==> config.mk <==
export PLATFORM = sky130hd
export DESIGN_NAME = fetch_stage
export DESIGN_NICKNAME = d
export VERILOG_FILES = /design/src/rtl/fetch_pkg.sv /design/src/rtl/fetch_fifo.sv /design/src/rtl/fetch_stage.sv
export SDC_FILE = /design/constraint.sdc
export NUM_CORES = 1
export LEC_CHECK = 0
export CAP_MARGIN = 20
export CORE_MARGIN = 2
export CORE_UTILIZATION = 56
export CTS_CLUSTER_SIZE = 28
export DETAILED_ROUTE_END_ITERATION = 10
export DONT_BUFFER_PORTS = 1
export GPL_ROUTABILITY_DRIVEN = 0
export PLACE_DENSITY = 0.86
export SYNTH_ARGS = -nofsm -noshare
export SYNTH_HDL_FRONTEND = slang
export SYNTH_SLANG_ARGS = --single-unit
==> constraint.sdc <==
create_clock -name clock -period 2.3 [get_ports clock]
set_clock_uncertainty 0.2 [all_clocks]
set_input_delay 0.46 -clock clock [delete_from_list [all_inputs] [get_ports clock]]
set_output_delay 0.46 -clock clock [all_outputs]
set_load 0.05 [all_outputs]
==> src/rtl/fetch_pkg.sv <==
// Shared IF-stage definitions: field widths, reset PC, opcode slice and the buffered {pc,inst} entry.
package fetch_pkg;
  localparam int INST_W = 8;
  localparam int PC_W   = 8;
  localparam logic [PC_W-1:0] RESET_PC_DEF = 8'h00;
  localparam int OP_MSB = 7;
  localparam int OP_LSB = 5;

  typedef struct packed {
    logic [PC_W-1:0]   pc;
    logic [INST_W-1:0] inst;
  } fetch_ent_t;

  typedef enum logic {ST_RUN = 1'b0, ST_HOLD = 1'b1} fetch_st_t;
endpackage

==> src/rtl/fetch_fifo.sv <==
// Circular buffer of fetched {pc,inst} entries with a registered head for a 0-cycle output.
module fetch_fifo
  import fetch_pkg::*;
#(
  parameter int DEPTH = 2
) (
  input  logic                     clock,
  input  logic                     reset_n,
  input  logic                     flush,
  input  logic                     push,
  input  logic                     pop,
  input  fetch_ent_t               wdata,
  output fetch_ent_t               head,
  output logic [$clog2(DEPTH):0]   count,
  output logic                     full,
  output logic                     empty
);
  localparam int AW = $clog2(DEPTH);

  fetch_ent_t     mem [DEPTH];
  logic [AW:0]    wr_ptr, rd_ptr;
  logic [AW-1:0]  rd_nxt;

  assign count  = wr_ptr - rd_ptr;
  assign full   = (count == (AW+1)'(DEPTH));
  assign empty  = (count == '0);
  assign rd_nxt = rd_ptr[AW-1:0] + AW'(1);

  always_ff @(posedge clock) begin
    if (push && !flush) mem[wr_ptr[AW-1:0]] <= wdata;
  end

  // Head is refreshed only when the visible entry changes, so it holds its value once drained or flushed.
  always_ff @(posedge clock or negedge reset_n) begin
    if (!reset_n) begin
      wr_ptr <= '0;
      rd_ptr <= '0;
      head   <= '0;
    end else if (flush) begin
      wr_ptr <= '0;
      rd_ptr <= '0;
    end else begin
      if (push) wr_ptr <= wr_ptr + (AW+1)'(1);
      if (pop) begin
        rd_ptr <= rd_ptr + (AW+1)'(1);
        if (count == (AW+1)'(1)) begin
          if (push) head <= wdata;
        end else begin
          head <= mem[rd_nxt];
        end
      end else if (empty && push) begin
        head <= wdata;
      end
    end
  end
endmodule

==> src/rtl/fetch_stage.sv <==
// IF stage: fetch PC, imem req/ready handshake, RUN/HOLD flow control and branch redirect.
module fetch_stage
  import fetch_pkg::*;
#(
  parameter logic [PC_W-1:0] RESET_PC = RESET_PC_DEF,
  parameter int              DEPTH    = 2
) (
  input  logic              clock,
  input  logic              reset_n,
  output logic [PC_W-1:0]   imem_addr,
  output logic              imem_req,
  input  logic              imem_ready,
  input  logic [INST_W-1:0] imem_rdata,
  input  logic              branch_taken,
  input  logic [PC_W-1:0]   branch_target,
  input  logic              id_ready,
  output logic              inst_valid,
  output logic [INST_W-1:0] inst,
  output logic [PC_W-1:0]   PC
);
  localparam int CW = $clog2(DEPTH) + 1;

  fetch_st_t        state;
  logic [PC_W-1:0]  fetch_pc;
  logic             push, pop, full, empty;
  logic [CW-1:0]    count;
  fetch_ent_t       head, wdata;

  assign imem_addr  = fetch_pc;
  assign imem_req   = (state == ST_RUN) & ~branch_taken;
  assign push       = imem_req & imem_ready;
  assign pop        = ~empty & id_ready & ~branch_taken;
  assign wdata      = '{pc: fetch_pc, inst: imem_rdata};
  assign inst_valid = ~empty;
  assign inst       = head.inst;
  assign PC         = head.pc;

  fetch_fifo #(.DEPTH(DEPTH)) u_fifo (
    .clock  (clock),
    .reset_n(reset_n),
    .flush  (branch_taken),
    .push   (push),
    .pop    (pop),
    .wdata  (wdata),
    .head   (head),
    .count  (count),
    .full   (full),
    .empty  (empty)
  );

  // Reset parks in HOLD so the first cycle after release issues no request.
  always_ff @(posedge clock or negedge reset_n) begin
    if (!reset_n) begin
      state    <= ST_HOLD;
      fetch_pc <= RESET_PC;
    end else if (branch_taken) begin
      state    <= ST_RUN;
      fetch_pc <= branch_target;
    end else begin
      if (push) fetch_pc <= fetch_pc + PC_W'(1);
      if (state == ST_RUN) begin
        if (push && !pop && count == CW'(DEPTH-1)) state <= ST_HOLD;
      end else begin
        if (pop || !full) state <= ST_RUN;
      end
    end
  end
endmodule
**After elaboration in Yosys (flattened, before gate mapping)**

Memories as Yosys holds them, arrays and structs flattened.
Index checks and enable logic that the tools add are counted.
Widths: inputs -> output; s select.

- Register bits: 29
- Memory bits (writable): 32
- Output and inout bits: 26
- Memories: 1

Memory list:

| name | depth | bits a word | read ports | clocked after memory_dff | wr ports | RTL line | source |
|---|---|---|---|---|---|---|---|
| u_fifo.mem | 2 | 16 | 1 | 0 | 1 | fetch_fifo.sv:20 | `fetch_ent_t mem [DEPTH];` |

- Add/sub/neg operators: 5
- Equality and inequality tests: 3
- Multiplexer cells: 16
- Bitwise gates (word level): 7
- Reductions and logical operators: 13

Operators by type and width:

| cell | count |
|---|---|
| $mux 16 | 4 |
| $mux 8 | 2 |
| $add 8x1->8 const B | 1 |
| $mux 2 | 4 |
| $mux 1 | 6 |
| $reduce_bool 2->1 | 3 |
| $add 2x1->2 const B | 2 |
| $and 1x1->1 | 4 |
| $logic_and 1x1->1 | 4 |
| $logic_not 1->1 | 3 |
| $ne 3x3->1 const B | 1 |
| $not 1->1 | 3 |
| $reduce_and 3->1 | 1 |
| $eq 2x1->1 const B | 1 |
| $eq 2x2->1 const B | 1 |
| $logic_not 2->1 | 1 |
| $sub 2x2->2 | 1 |
| $add 1x1->1 const B | 1 |
| $logic_or 1x1->1 | 1 |

**Depth between registers and ports, before layout**

- Depth in word-level cells: 11
- Gate-level depth with buffers: 9
- Gate-level depth less buffers: 7

**By module**

A second synthesis with hierarchy kept.

- Cell total of the unflattened synthesis: 186
- Area total of the unflattened synthesis: 2,831.5 um^2

By module, submodules not included:

| module | instances | cells each | area an instance (um^2) | sequential area each (um^2) |
|---|---|---|---|---|
| fetch_fifo | 1 | 128 | 2,296.0 | 1,461.4 |
| fetch_stage | 1 | 58 | 535.5 | 226.5 |

**Least setup slack after synthesis**

Ideal clock, no wire load.

- Kind: input to register
- Start: in branch_taken
- End: mem u_fifo.mem[1][0] (netlist name), enable pin
- Library setup time: 391 ps
- Data arrival time: 2,352 ps
- Slack: -643 ps
- Stages: 3
- Path buffers: 0
- Cell sequence: nor2_1 > nand2_1 > nor2_1

- Cells in the longest elaborated chain, start to end: 6
- Elaborated cells between the ends (all ways): 7
- Classes of those cells: mux: 2; bitwise: 3; reduce/logical: 2

RTL lines:

| element | RTL line | source |
|---|---|---|
| from (decl) | fetch_stage.sv:14 | `input logic branch_taken,` |
| $not 1->1 (no line) | -- |  |
| $and 1x1->1 | fetch_stage.sv:30 | `assign imem_req = (state == ST_RUN) & ~branch_taken;` |
| $and 1x1->1 | fetch_stage.sv:31 | `assign push = imem_req & imem_ready;` |
| $logic_and 1x1->1 * | fetch_fifo.sv:30 | `if (push && !flush) mem[wr_ptr[AW-1:0]] <= wdata;` |
| $mux 1 * | fetch_fifo.sv:30 |  |
| $mux 1 (implied by the code) * | fetch_fifo.sv:30 |  |
| to (decl) | fetch_fifo.sv:20 |  |

Every way passes the cells marked *; elsewhere a longest branch is shown, timed or not.

**Worst setup path in the final report**

- Start: reg u_fifo.wr_ptr[0]
- End: out inst_valid

- Cells in the longest elaborated chain, start to end: 3

RTL lines:

| element | RTL line | source |
|---|---|---|
| from (decl) | fetch_fifo.sv:21 | `logic [AW:0] wr_ptr, rd_ptr;` |
| from (signal assigned) | fetch_fifo.sv:43 | `if (push) wr_ptr <= wr_ptr + (AW+1)'(1);` |
| $sub 2x2->2 | fetch_fifo.sv:24 | `assign count = wr_ptr - rd_ptr;` |
| $logic_not 2->1 | fetch_fifo.sv:26 | `assign empty = (count == '0);` |
| $not 1->1 | fetch_stage.sv:34 | `assign inst_valid = ~empty;` |
| to (decl) | fetch_stage.sv:17 | `output logic inst_valid,` |

Every way passes these cells.

==> run_results.csv <==
group,metric,value,unit
routing,routed_via_density,6.12,
synthesis,synth_simple_gate_area_share,6.48,%
setup_path,cp-end-kind,"primary output",
setup_path,slowest_stage,"dfrtp_1",
synthesis,synth_compound_area_share,15.6,%
routing,first_pass_iters,5,
routing,routed_wl,5650,um
placement,dp_hpwl,3530,um
synthesis,synthesis.instances,187,
timing,clock.fmax,0.462,GHz
cells_and_area,area_delta_synth_final,18.6,%
cells_and_area,num_antenna_cells,0,
setup_path,critPathKind,"reg2out",
power_and_ir_drop,clkPwrFrac,27.1,%
setup_path,cp_data_arrival_time,1.50,ns
power_and_ir_drop,sw_frac_of_total,38.5,%
clock_network,clk-insertion-delay-late,0.34,ns
routing,wl_per_cell,20.7,um
global_routing,grt_pass1_vias,1675,
hold_path,worstHoldStart,"branch_taken",
timing,setup_tns,0,ns
power_and_ir_drop,max-vdd-ir-drop,0.488,mV
synthesis,synthAdderAreaFrac,0.939,%
setup_path,max_stage_delay,0.38,ns
placement,dp_cells,247,
setup_path,crit_path_start,"u_fifo.wr_ptr[0]",
setup_path,cp_common_cell,"buf_4",
setup_path,crit_fanout,5,
global_routing,grt_max_degree,30,
clock_network,post-cts-setup-buffers,0,
die,dieWidth,73.0,um
die,die_y,73.0,um
die,dieArea,5320,sq um
synthesis,ys_seq_area_share,63.4,%
synthesis,synth_edf_count,32,
die,core,4660,sq um
timing,worst_pin_slew,0.660,ns
routing,ant_nets,0,
power_and_ir_drop,leakage,1.16,nW
global_routing,antenna_found_initial,0,
clock_network,cts-buffers-inserted,9,
synthesis,syn_area,2660,sq um
flow_run,maxCapViolations,0,
synthesis,synthMuxAreaShare,7.56,%
hold_path,min_path_type,"in2reg",
synthesis,synth_cell_type_count,38,
clock_network,cts.sinks,61,
setup_path,worstSetupStartpointType,"flip-flop",
routing,vias,1671,
setup_path,required,1.64,ns
clock_network,cts_buffer_depth,2,
power_and_ir_drop,power_density,1260,nW/um^2
power_and_ir_drop,combinationalPowerShare,22.0,%
global_routing,track_usage,22.5,%
clock_network,cts.clk_slew.worst_paths,0.07,ns
routing,drt_iter0_markers,121,
power_and_ir_drop,p_int,2.45,mW
synthesis,synthArstFlopShare,47.5,%
timing,max_slew_margin,56.0,%
synthesis,yosysWarnings,0,
synthesis,synth_xor_area_share,3.57,%
timing,layout_min_cycle_time,2.16,ns
die,rows,25,
setup_path,crit_chain,"inv_1, ha_1, buf_4, nand2_2, buf_4",
synthesis,ys_ff_latch,61,
timing,finalCritPeriodShare,94.1,%
synthesis,syn-mean-instance-area,14.2,sq um
outcome,status,"completed",
synthesis,ys.flop_type,"edfxtp_1",
timing,hold_viol,0,
clock_network,cts_tree,"built",
cells_and_area,layout.cells.non_filler,273,
timing,slew_viol_final,0,
clock_network,root_buffer,"clkbuf_8",
global_routing,grt_first_pass_wirelength,8550,um
placement,port_buffers,0,
timing,rsz0062_at_grt,"no",
synthesis,syn_nets,210,
die,ios,47,
timing,setup_viol,0,
cells_and_area,final_nets,237,
power_and_ir_drop,pwr-share-seq,50.9,%
cells_and_area,drive_gt1_share,29.7,%
die,start_util,57.2,%
routing,route.detailed.drc,0,
setup_path,r2r-start,"u_fifo.wr_ptr[0]",
clock_network,htree_levels,3,
synthesis,synth_top_family_by_area,"compound AO/OA/AOI/OAI gates",
global_routing,grt_overflow,0,
power_and_ir_drop,power_switching,1.53,mW
[synthesized netlist by cell type (4+ instances only)]
cell	number	area share [%]
a2bb2oi_1	5	1.6
a2bb2oi_2	10	5.6
clkbuf_1	6	0.85
dfrtp_1	28	26
edfxtp_1	32	36
mux2_2	17	7.2
nand2_1	15	2.1
nand3_1	4	0.75
nor2_1	9	1.3
o21ai_0	6	1.1
o22ai_1	16	3.8
xnor2_1	5	1.6
xor2_1	4	1.3
[power groups by stage]
stage	combinational (mW)	clock [mW]	sequential [mW]
2_1_floorplan	0.620	0	2.06
3_3_place_gp	0.816	0	2.04
3_5_place_dp	0.844	0	2.06
4_1_cts	0.872	1.09	2.03
5_1_grt	0.930	1.13	2.06
6_report	0.876	1.08	2.03
[cells by family (layout without fill, tap and decap cells)]
logic type,count (synthesis),in the layout
flip-flops,61,61
AO/OA/AOI/OAI,47,47
AND/OR/NAND/NOR,38,38
multiplexers,18,18
buffers and inverters,11,43
XOR/XNOR,10,10
adder cells (fa/ha/maj),2,2
[through the flow]
step           setup WS, ns  hold WS [ns]  area (sq um)  power [mW]  utilization (%)
2_1_floorplan        0.0342       -0.0356          2690        2.68                -
3_3_place_gp          0.201       -0.0349          2820        2.86             60.5
3_5_place_dp          0.153       -0.0351          2820        2.90             60.5
4_1_cts               0.127       0.00132          3110        4.00             66.7
5_1_grt              0.0401       0.00278          3160        4.11             67.8
6_report              0.136        0.0162          3160        3.98             67.8
[timing repair]
item	4_1_cts	5_1_grt
endpoints found under the hold margin	37	8
resized for setup	0	0
hold buffers	5	5
[critical path, delay by kind of cell (launching register included)]
| family | cells | cell delay, ns |
|---|---|---|
| DFF | 1 | 0.38 |
| buffers and inverters | 3 | 0.46 |
| and+or+nand+nor | 1 | 0.06 |
| adders and majority gates | 1 | 0.25 |
[path summary, 6_finish.rpt]
path	to	slack (ns)	cells past startpoint
max	inst_valid	0.14	5
min	imem_addr[0]	0.02	1
min reg2reg	state	0.42	3
min in group asynchronous	u_fifo.head[12]	0.37	2
max in group asynchronous	state	1.29	2
max reg2reg	u_fifo.head[3]	0.14	8
[cells in the final DEF (no fill, tap or decap), types with 2 or more instances in the layout]
master         netlist  routed
buf_4                0      15
o21ai_0              6       6
a2bb2oi_1            5       5
clkbuf_1             6       2
a221o_1              2       2
xor2_1               4       4
nor2_4               0       2
nor2_1               9       6
dlygate4sd3_1        0       9
o22ai_1             16      16
bufinv_16            0       2
xnor2_1              5       5
buf_12               1       2
edfxtp_1            32      32
ha_1                 2       2
nand2_1             15      14
nor3_1               2       2
a21oi_1              2       2
nand3_1              4       4
a2bb2oi_2           10      10
dfrtp_1             28      28
mux2_2              17      17
nand2b_1             2       2
clkbuf_8             0      11
[cell type report]
class | instances | area (sq um)
clock buffers | 13 | 159
flip-flops and latches | 61 | 1690
inverters | 1 | 3.75
well taps | 54 | 67.6
multi-input cells | 115 | 930
clock inverters | 3 | 67.6
fillers | 309 | 1500
repair buffers | 26 | 243
[metal layers]
layer | part of all wire, % | global-route usage, %
met3 | 7.2 | 9.67
met1 | 41 | 27.6
met5 | 0 | 0
met2 | 51 | 36.1
met4 | 1.3 | 7.00
[state kept, by name (all words and copies together), names as in the netlist]
signal	cells
u_fifo.head	16
imem_addr	8
u_fifo.wr_ptr	2
state	1
u_fifo.mem	32
u_fifo.rd_ptr	2
No activity file was read; power rests on OpenSTA's default activity.
